`config.mk`:
```
export PLATFORM = sky130hd
export DESIGN_NAME = puf_ro_counter
export DESIGN_NICKNAME = d
export VERILOG_FILES = /design/src/rtl/puf_ro_counter.sv
export SDC_FILE = /design/constraint.sdc
export NUM_CORES = 1
export LEC_CHECK = 0
export BUFFER_PORTS_ARGS = -buffer_cell sky130_fd_sc_hd__buf_4
export CORE_UTILIZATION = 48
export DETAILED_ROUTE_END_ITERATION = 16
export PLACE_DENSITY = 0.69
export SYNTH_ARGS = -nofsm -noshare
export SYNTH_HDL_FRONTEND = slang
export SYNTH_SLANG_ARGS = --single-unit
```
`constraint.sdc`:
```
create_clock -name clk -period 3.54 [get_ports clk]
set_input_delay 0 -clock clk [delete_from_list [all_inputs] [get_ports clk]]
set_output_delay 0 -clock clk [all_outputs]
set_load 0.03 [all_outputs]
```
`src/rtl/puf_ro_counter.sv`:
```
// puf_ro_counter: measurement front-end of the PUF datapath.
// Synchronises two ring-oscillator outputs, counts their rising edges over a
// programmable gate window and hands both counts to the comparator stage,
// holding comp_en until the comparator reports done.
module puf_ro_counter #(
  parameter int CNT_W       = 32,
  parameter int WIN_W       = 16,
  parameter int SYNC_STAGES = 2
) (
  input  logic             clk,
  input  logic             rst,
  input  logic             start,
  input  logic [WIN_W-1:0] window_len,
  input  logic             abort,
  input  logic             ro_a,
  input  logic             ro_b,
  input  logic             comp_done,
  output logic [CNT_W-1:0] num1,
  output logic [CNT_W-1:0] num2,
  output logic             comp_en,
  output logic             busy,
  output logic             ovf
);

  typedef enum logic [1:0] {
    IDLE    = 2'd0,
    COUNT   = 2'd1,
    PRESENT = 2'd2
  } state_t;

  localparam logic [CNT_W-1:0] CNT_MAX  = {CNT_W{1'b1}};
  localparam logic [CNT_W-1:0] CNT_ZERO = {CNT_W{1'b0}};
  localparam logic [WIN_W-1:0] WIN_ZERO = {WIN_W{1'b0}};
  localparam logic [WIN_W-1:0] WIN_ONE  = {{(WIN_W-1){1'b0}}, 1'b1};

  // Saturating increment: returns {overflow_hit, next_value}. A counter
  // already at full scale keeps its value and flags the lost edge.
  function automatic logic [CNT_W:0] sat_inc(input logic [CNT_W-1:0] value,
                                             input logic             edge_hit);
    logic [CNT_W:0] result;
    if (!edge_hit) begin
      result = {1'b0, value};
    end else if (value == CNT_MAX) begin
      result = {1'b1, value};
    end else begin
      result = {1'b0, value + {{(CNT_W-1){1'b0}}, 1'b1}};
    end
    return result;
  endfunction

  state_t                 state_r;
  state_t                 state_nxt_s;
  logic [WIN_W-1:0]       win_cnt_r;
  logic [SYNC_STAGES-1:0] sync_a_r;
  logic [SYNC_STAGES-1:0] sync_b_r;
  logic                   prev_a_r;
  logic                   prev_b_r;
  logic                   edge_a_s;
  logic                   edge_b_s;
  logic [CNT_W:0]         inc_a_s;
  logic [CNT_W:0]         inc_b_s;
  logic                   comp_en_nxt_s;
  logic                   busy_nxt_s;

  // Metastability chains and previous-sample flops; free-running in every state.
  always_ff @(posedge clk or negedge rst) begin
    if (!rst) begin
      sync_a_r <= {SYNC_STAGES{1'b0}};
      sync_b_r <= {SYNC_STAGES{1'b0}};
      prev_a_r <= 1'b0;
      prev_b_r <= 1'b0;
    end else begin
      sync_a_r <= {sync_a_r[SYNC_STAGES-2:0], ro_a};
      sync_b_r <= {sync_b_r[SYNC_STAGES-2:0], ro_b};
      prev_a_r <= sync_a_r[SYNC_STAGES-1];
      prev_b_r <= sync_b_r[SYNC_STAGES-1];
    end
  end

  // Rising-edge detect on the synchronised samples plus saturating next counts.
  always_comb begin
    edge_a_s = sync_a_r[SYNC_STAGES-1] & ~prev_a_r;
    edge_b_s = sync_b_r[SYNC_STAGES-1] & ~prev_b_r;
    inc_a_s  = sat_inc(num1, edge_a_s);
    inc_b_s  = sat_inc(num2, edge_b_s);
  end

  // FSM state register.
  always_ff @(posedge clk or negedge rst) begin
    if (!rst) begin
      state_r <= IDLE;
    end else begin
      state_r <= state_nxt_s;
    end
  end

  // FSM next-state logic; abort outranks comp_done, start outranks abort in IDLE.
  always_comb begin
    state_nxt_s = state_r;
    case (state_r)
      IDLE: begin
        if (start) begin
          if (window_len == WIN_ZERO) begin
            state_nxt_s = PRESENT;
          end else begin
            state_nxt_s = COUNT;
          end
        end else begin
          state_nxt_s = IDLE;
        end
      end
      COUNT: begin
        if (abort) begin
          state_nxt_s = IDLE;
        end else if (win_cnt_r == WIN_ONE) begin
          state_nxt_s = PRESENT;
        end else begin
          state_nxt_s = COUNT;
        end
      end
      PRESENT: begin
        if (abort || comp_done) begin
          state_nxt_s = IDLE;
        end else begin
          state_nxt_s = PRESENT;
        end
      end
      default: begin
        state_nxt_s = IDLE;
      end
    endcase
  end

  // FSM output decode from the next state so the registered flags line up with it.
  always_comb begin
    comp_en_nxt_s = (state_nxt_s == PRESENT);
    busy_nxt_s    = (state_nxt_s != IDLE);
  end

  // Registered outputs, window down-counter and edge counters.
  always_ff @(posedge clk or negedge rst) begin
    if (!rst) begin
      comp_en   <= 1'b0;
      busy      <= 1'b0;
      num1      <= CNT_ZERO;
      num2      <= CNT_ZERO;
      ovf       <= 1'b0;
      win_cnt_r <= WIN_ZERO;
    end else begin
      comp_en <= comp_en_nxt_s;
      busy    <= busy_nxt_s;
      case (state_r)
        IDLE: begin
          if (start) begin
            num1      <= CNT_ZERO;
            num2      <= CNT_ZERO;
            ovf       <= 1'b0;
            win_cnt_r <= window_len;
          end else begin
            win_cnt_r <= win_cnt_r;
          end
        end
        COUNT: begin
          if (abort) begin
            num1      <= CNT_ZERO;
            num2      <= CNT_ZERO;
            ovf       <= 1'b0;
            win_cnt_r <= WIN_ZERO;
          end else begin
            num1      <= inc_a_s[CNT_W-1:0];
            num2      <= inc_b_s[CNT_W-1:0];
            win_cnt_r <= win_cnt_r - WIN_ONE;
            if (inc_a_s[CNT_W] || inc_b_s[CNT_W]) begin
              ovf <= 1'b1;
            end else begin
              ovf <= ovf;
            end
          end
        end
        PRESENT: begin
          if (abort) begin
            num1 <= CNT_ZERO;
            num2 <= CNT_ZERO;
            ovf  <= 1'b0;
          end else begin
            num1 <= num1;
            num2 <= num2;
          end
        end
        default: begin
          win_cnt_r <= WIN_ZERO;
        end
      endcase
    end
  end

endmodule

```
---- After elaboration in Yosys (flattened, before gate mapping) ----
Index checks and enable logic that the tools add are counted.
storage, ports and cells
  register bits ........................... 91
  bits in latches ......................... 0
  memory bits (writable) .................. 0
  ROM bits ................................ 0
  bits of input ports ..................... 23
  output and inout port bits .............. 67
  word-level logic and storage cells ...... 66
  memories kept ........................... 0
cells by class
  $add $sub $neg .......................... 3
  multipliers ............................. 0
  div/mod/pow operators ................... 0
  order comparisons ....................... 0
  eq/ne operators ......................... 13
  shift-type cells ........................ 0
  mux-type cells .......................... 24
  bitwise gates (word level) .............. 5
  reductions and logical operators ........ 10
operators by type and width
  cell                                                   count
  case mux 32 bit (3 select lines)                       2
  2-to-1 mux 33 bit                                      4
  2-to-1 mux 32 bit                                      4
  adder 32 x 1 -> 32 bit (second input constant)         2
  equality test 32 bit (second input constant)           2
  case mux 16 bit (3 select lines)                       1
  2-to-1 mux 16 bit                                      2
  equality test 16 x 1 -> 1 bit (second input constant)  1
  logical NOT 16 bit                                     1
  subtractor 16 x 1 -> 16 bit (second input constant)    1
  != test 3 bit (second input constant)                  5
  2-to-1 mux 2 bit                                       5
  AND reduction 5 bit                                    2
  case mux 2 bit (3 select lines)                        1
  equality test 2 bit (second input constant)            2
  2-to-1 mux 1 bit                                       4
  != test 2 bit (second input constant)                  2
  AND reduction 4 bit                                    1
  NOT 1 bit                                              3
  case mux 1 bit (3 select lines)                        1
  nonzero test 3 bit                                     1
  AND 1 bit                                              2
  equality test 2 x 1 -> 1 bit (second input constant)   1
  logical NOT 2 bit                                      1
  3 further kinds                                        4

---- Depth between registers and ports, before layout ----
  depth in word-level cells ............... 7
  mapped depth ............................ 9
  gate-level depth less buffers ........... 7

---- Worst setup path before layout ----
OpenSTA, ideal clock, no wires.
  kind .................................... register to register
  start ................................... reg num2[1]
  end ..................................... reg num2[22]
  library setup time ...................... 78 ps
  arrival time ............................ 2,354 ps
  required time ........................... 3,462 ps
  slack ................................... 1,108 ps
  stages on the path, launching flop included .. 8
  path buffers ............................ 1
  cell sequence ........................... dfrtp_1 -> ha_1 -> nand2_1 -> clkbuf_1 -> nor4_1 -> nand3_1 -> or4_1 -> a21oi_1
between the ends
  word-level cells in the longest chain between the ends .. 5
RTL lines
  item                              RTL line  text
  from (decl)                       19        output logic [CNT_W-1:0] num2,
  from (signal assigned)            171       num2 <= inc_b_s[CNT_W-1:0];
  from (signal assigned)            187       num2 <= num2;
  adder 32 x 1 -> 32 bit            46        result = {1'b0, value + {{(CNT_W-1){1'b0}}, 1'b1}};
  2-to-1 mux 33 bit                 43        end else if (value == CNT_MAX) begin
  2-to-1 mux 33 bit                 41        if (!edge_hit) begin
  2-to-1 mux 32 bit                 164       if (abort) begin
  case mux 32 bit (3 select lines)  152       case (state_r)
Several ways; a longest one is shown, not always the timed one. The select of a mux whose other input is x is not followed.
A chain may end at the register's enable or synchronous reset.

---- Worst setup path in the final report ----
  start ................................... reg state_r[0]
  end ..................................... reg num1[31]
between the ends
  word-level cells in the longest chain between the ends .. 3
RTL lines
  item                                                        RTL line  text
  from (decl)                                                 51        state_t state_r;
  from (signal assigned)                                      93        state_r <= state_nxt_s;
  equality test 2 x 1 -> 1 bit, or another cell as far along  152
  != test 3 bit (no line), or another cell as far along       --
  AND reduction 5 bit (no line)                               --
  to (signal assigned)                                        170       num1 <= inc_a_s[CNT_W-1:0];
  to (signal assigned)                                        186       num1 <= num1;
  to (decl)                                                   18        output logic [CNT_W-1:0] num1,
Several ways; a longest one is shown, not always the timed one.

==> metrics.csv <==
metric;value;unit
run_status;finished, final reports clean;
die_w;105;µm
setup_tns;0;ns
hold_path.class;input pin to register;
area_growth;24.9;%
grt_max_degree;65;
async_flop_share;100;%
hold_viol_final;0;
dr.first_iter.drc_count;271;
finalCritPeriodShare;77.5;%
finalSetupViolCount;0;
drcViolationCount;0;
netlist_area;0.00507;mm²
drive_above_1_share;19.1;%
crit_path_max_incr_delay;0.66;ns
relSlewSlack;32.1;%
leakagePower;2.55;nW
synth_edf_count;0;
yosysSeqAreaShare;44.9;%
dr.pass1.iters;5;
max_freq;364;MHz
ant_nets;0;
period_needed;2.74;ns
synth_area_per_cell;8.87;µm²
post_cts_buffers;0;
ios;90;
dieArea;0.0110;mm²
critPathCaptureType;register;
setup_slack;0.796;ns
path_clk_slew;0.10;ns
vias;5060;
startpoint_type;register;
drv_slew;0;
worstPathMaxFanout;15;
synth_cells;572;
track_usage;25.5;%
maxCapViolCount;0;
synth_cell_types;56;
ys_seq_elements;91;
fin_nets;704;
wl;13500;µm
start_util;49.3;%
core_region_area;0.0103;mm²
port_buffers;89;
cts_buffers;9;
cts_htree_levels;3;
post_drt_wl_per_cell;16.5;µm
ctsResizeCount;0;
powerDensity;375;mW/mm²
grt_pass1_vias;4761;
overflow;0;
crit_chain;nand2b_1 > a2111oi_2 > nand3_1 > or4_1 > a21oi_1;
vdd_drop_max;0.209;mV
cpLargestDelayFamily;simple AND/OR/NAND/NOR gates;
rsz0062_at_grt;no;
clock_skew;0.0137;ns
ys_warn_count;0;
place_hpwl;9350;µm
tightest_slew;1.01;ns
place_worst_setup_slack;0.800;ns
rows;37;
die_y;105;µm
path_buf_inv;0;
grt_pass1_wl;22800;µm
insertedDiodeCount;0;
clock_sinks;91;
synth_area_leaders;dfrtp_1 45%, a21oi_1 5.7%, or4_1 5.6%, o21ai_0 4.6%, o31ai_1 4.3%;
synth_ff_type;dfrtp_1;
critPathArrivalTime;3.05;ns
cts_tree;done;
critPathKind;register to register;
yosys.area.top_type;dfrtp_1;
cp.required;3.84;ns
via_per_inst;6.19;
syn-num-nets;599;
clockRootBuffer;clkbuf_8;
cts_buffer_depth;2;
crit_slowest_cell;a2111oi_2;
place_congestion;0.871;
antenna_found_initial;0;
clock_latency;0.38;ns
synth.top_cell.area_share;44.9;%
synth_stat cells, types with 3 or more instances:
| master | number |
|---|---|
| mux2i_1 | 3 |
| o22ai_1 | 3 |
| buf_2 | 5 |
| o21ai_1 | 4 |
| a21oi_1 | 58 |
| and3_1 | 10 |
| nor2_1 | 36 |
| nand4_1 | 17 |
| a22oi_1 | 4 |
| xor2_1 | 4 |
| dfrtp_1 | 91 |
| a31oi_1 | 5 |
| o31ai_1 | 29 |
| nor4_1 | 14 |
| inv_1 | 19 |
| or2_2 | 5 |
| nand2_1 | 42 |
| nand3_1 | 36 |
| nor3_1 | 5 |
| buf_1 | 3 |
| and4_1 | 3 |
| ha_1 | 4 |
| a32oi_1 | 4 |
| nor2b_1 | 3 |
| and2_1 | 3 |
| o21ai_0 | 47 |
| or3_1 | 27 |
| or4_1 | 38 |
| clkbuf_1 | 16 |
per-stage QoR:
stage	hold slack, ns	std cells	util, %	instance area, µm²	total power [mW]
global route	0.0195	818	61.6	6330	2.48
floorplan	-0.296	572	-	5070	1.37
finish	0.0209	818	61.6	6330	2.38
detailed placement	0.111	781	57.2	5880	1.51
global placement	0.110	781	57.2	5880	1.50
CTS	0.00983	818	61.6	6330	2.39
layout by cell type (no fill, tap or decap), drive strengths merged, types with 4 or more instances in the layout:
| cell type | n |
|---|---|
| dfrtp | 91 |
| a21oi | 58 |
| o21ai | 51 |
| or3 | 27 |
| a32oi | 4 |
| nor4 | 14 |
| buf | 100 |
| nor3 | 5 |
| xor2 | 4 |
| or4 | 38 |
| inv | 19 |
| nand3 | 37 |
| a31oi | 5 |
| o31ai | 30 |
| dlygate4sd3 | 21 |
| clkbuf | 11 |
| nand2 | 42 |
| nor2 | 36 |
| a22oi | 4 |
| and3 | 10 |
| or2 | 5 |
| nand4 | 17 |
| ha | 4 |
final timing paths:
kind | startpoint | endpoint | slack (ns) | cells after the start
max | state_r[0] | num1[31] | 0.80 | 5
min | window_len[3] | win_cnt_r[3] | 0.02 | 4
max reg2reg | state_r[0] | num1[31] | 0.80 | 5
min reg2reg | sync_b_r[0] | sync_b_r[1] | 0.35 | 0
max in group asynchronous | rst | prev_b_r | 2.39 | 3
min in group asynchronous | rst | num1[9] | 0.27 | 2
worst reg2reg max path, delay by kind of cell, from the launching register on:
family,cells,cell delay (ns)
AOI/OAI and AO/OA,2,0.81
and+or+nand+nor,3,1.30
DFF,1,0.56
per-layer routing:
| metal | routed length [µm] | vias to the layer above | track usage, % |
|---|---|---|---|
| met4 | 224 | 0 | 9.46 |
| met3 | 735 | 21 | 4.49 |
| li1 | - | 2407 | - |
| met2 | 6590 | 166 | 41.9 |
| met1 | 5980 | 2466 | 33.8 |
| met5 | 0 | - | 0 |
layout make-up:
type                       instances  area (µm²)
fill                             907        3940
multi-input combinational        435        2610
sequential                        91        2280
timing repair buffer             121         961
tap                              136         170
clock buffer                      11         141
clock inverter                     5         100
inverter                          19        71.3
state kept, by name, summed over array words and instances, names as in the netlist:
name,flops
comp_en,1
prev_b_r,1
win_cnt_r,16
num1,32
busy,1
ovf,1
sync_a_r,2
prev_a_r,1
state_r,2
num2,32
sync_b_r,2
power by group:
part | internal [mW] | leakage [nW] | switching [mW]
logic | 0.138 | 1.20 | 0.227
clock network | 0.486 | 0.123 | 0.379
registers | 1.09 | 1.23 | 0.0600
cell families after synthesis:
logic type      synth area share, %
fa+ha+maj                     0.987
mux                           0.592
xor+xnor                      0.864
simple gates                   26.8
compound gates                 21.9
buf+inv                        3.90
flops                          44.9
timing repair:
action,in CTS,in global routing
hold buffers,21,0
hold endpoints to repair,80,0
endpoints found under the setup margin,0,0
No activity file was read; power rests on OpenSTA's default activity.
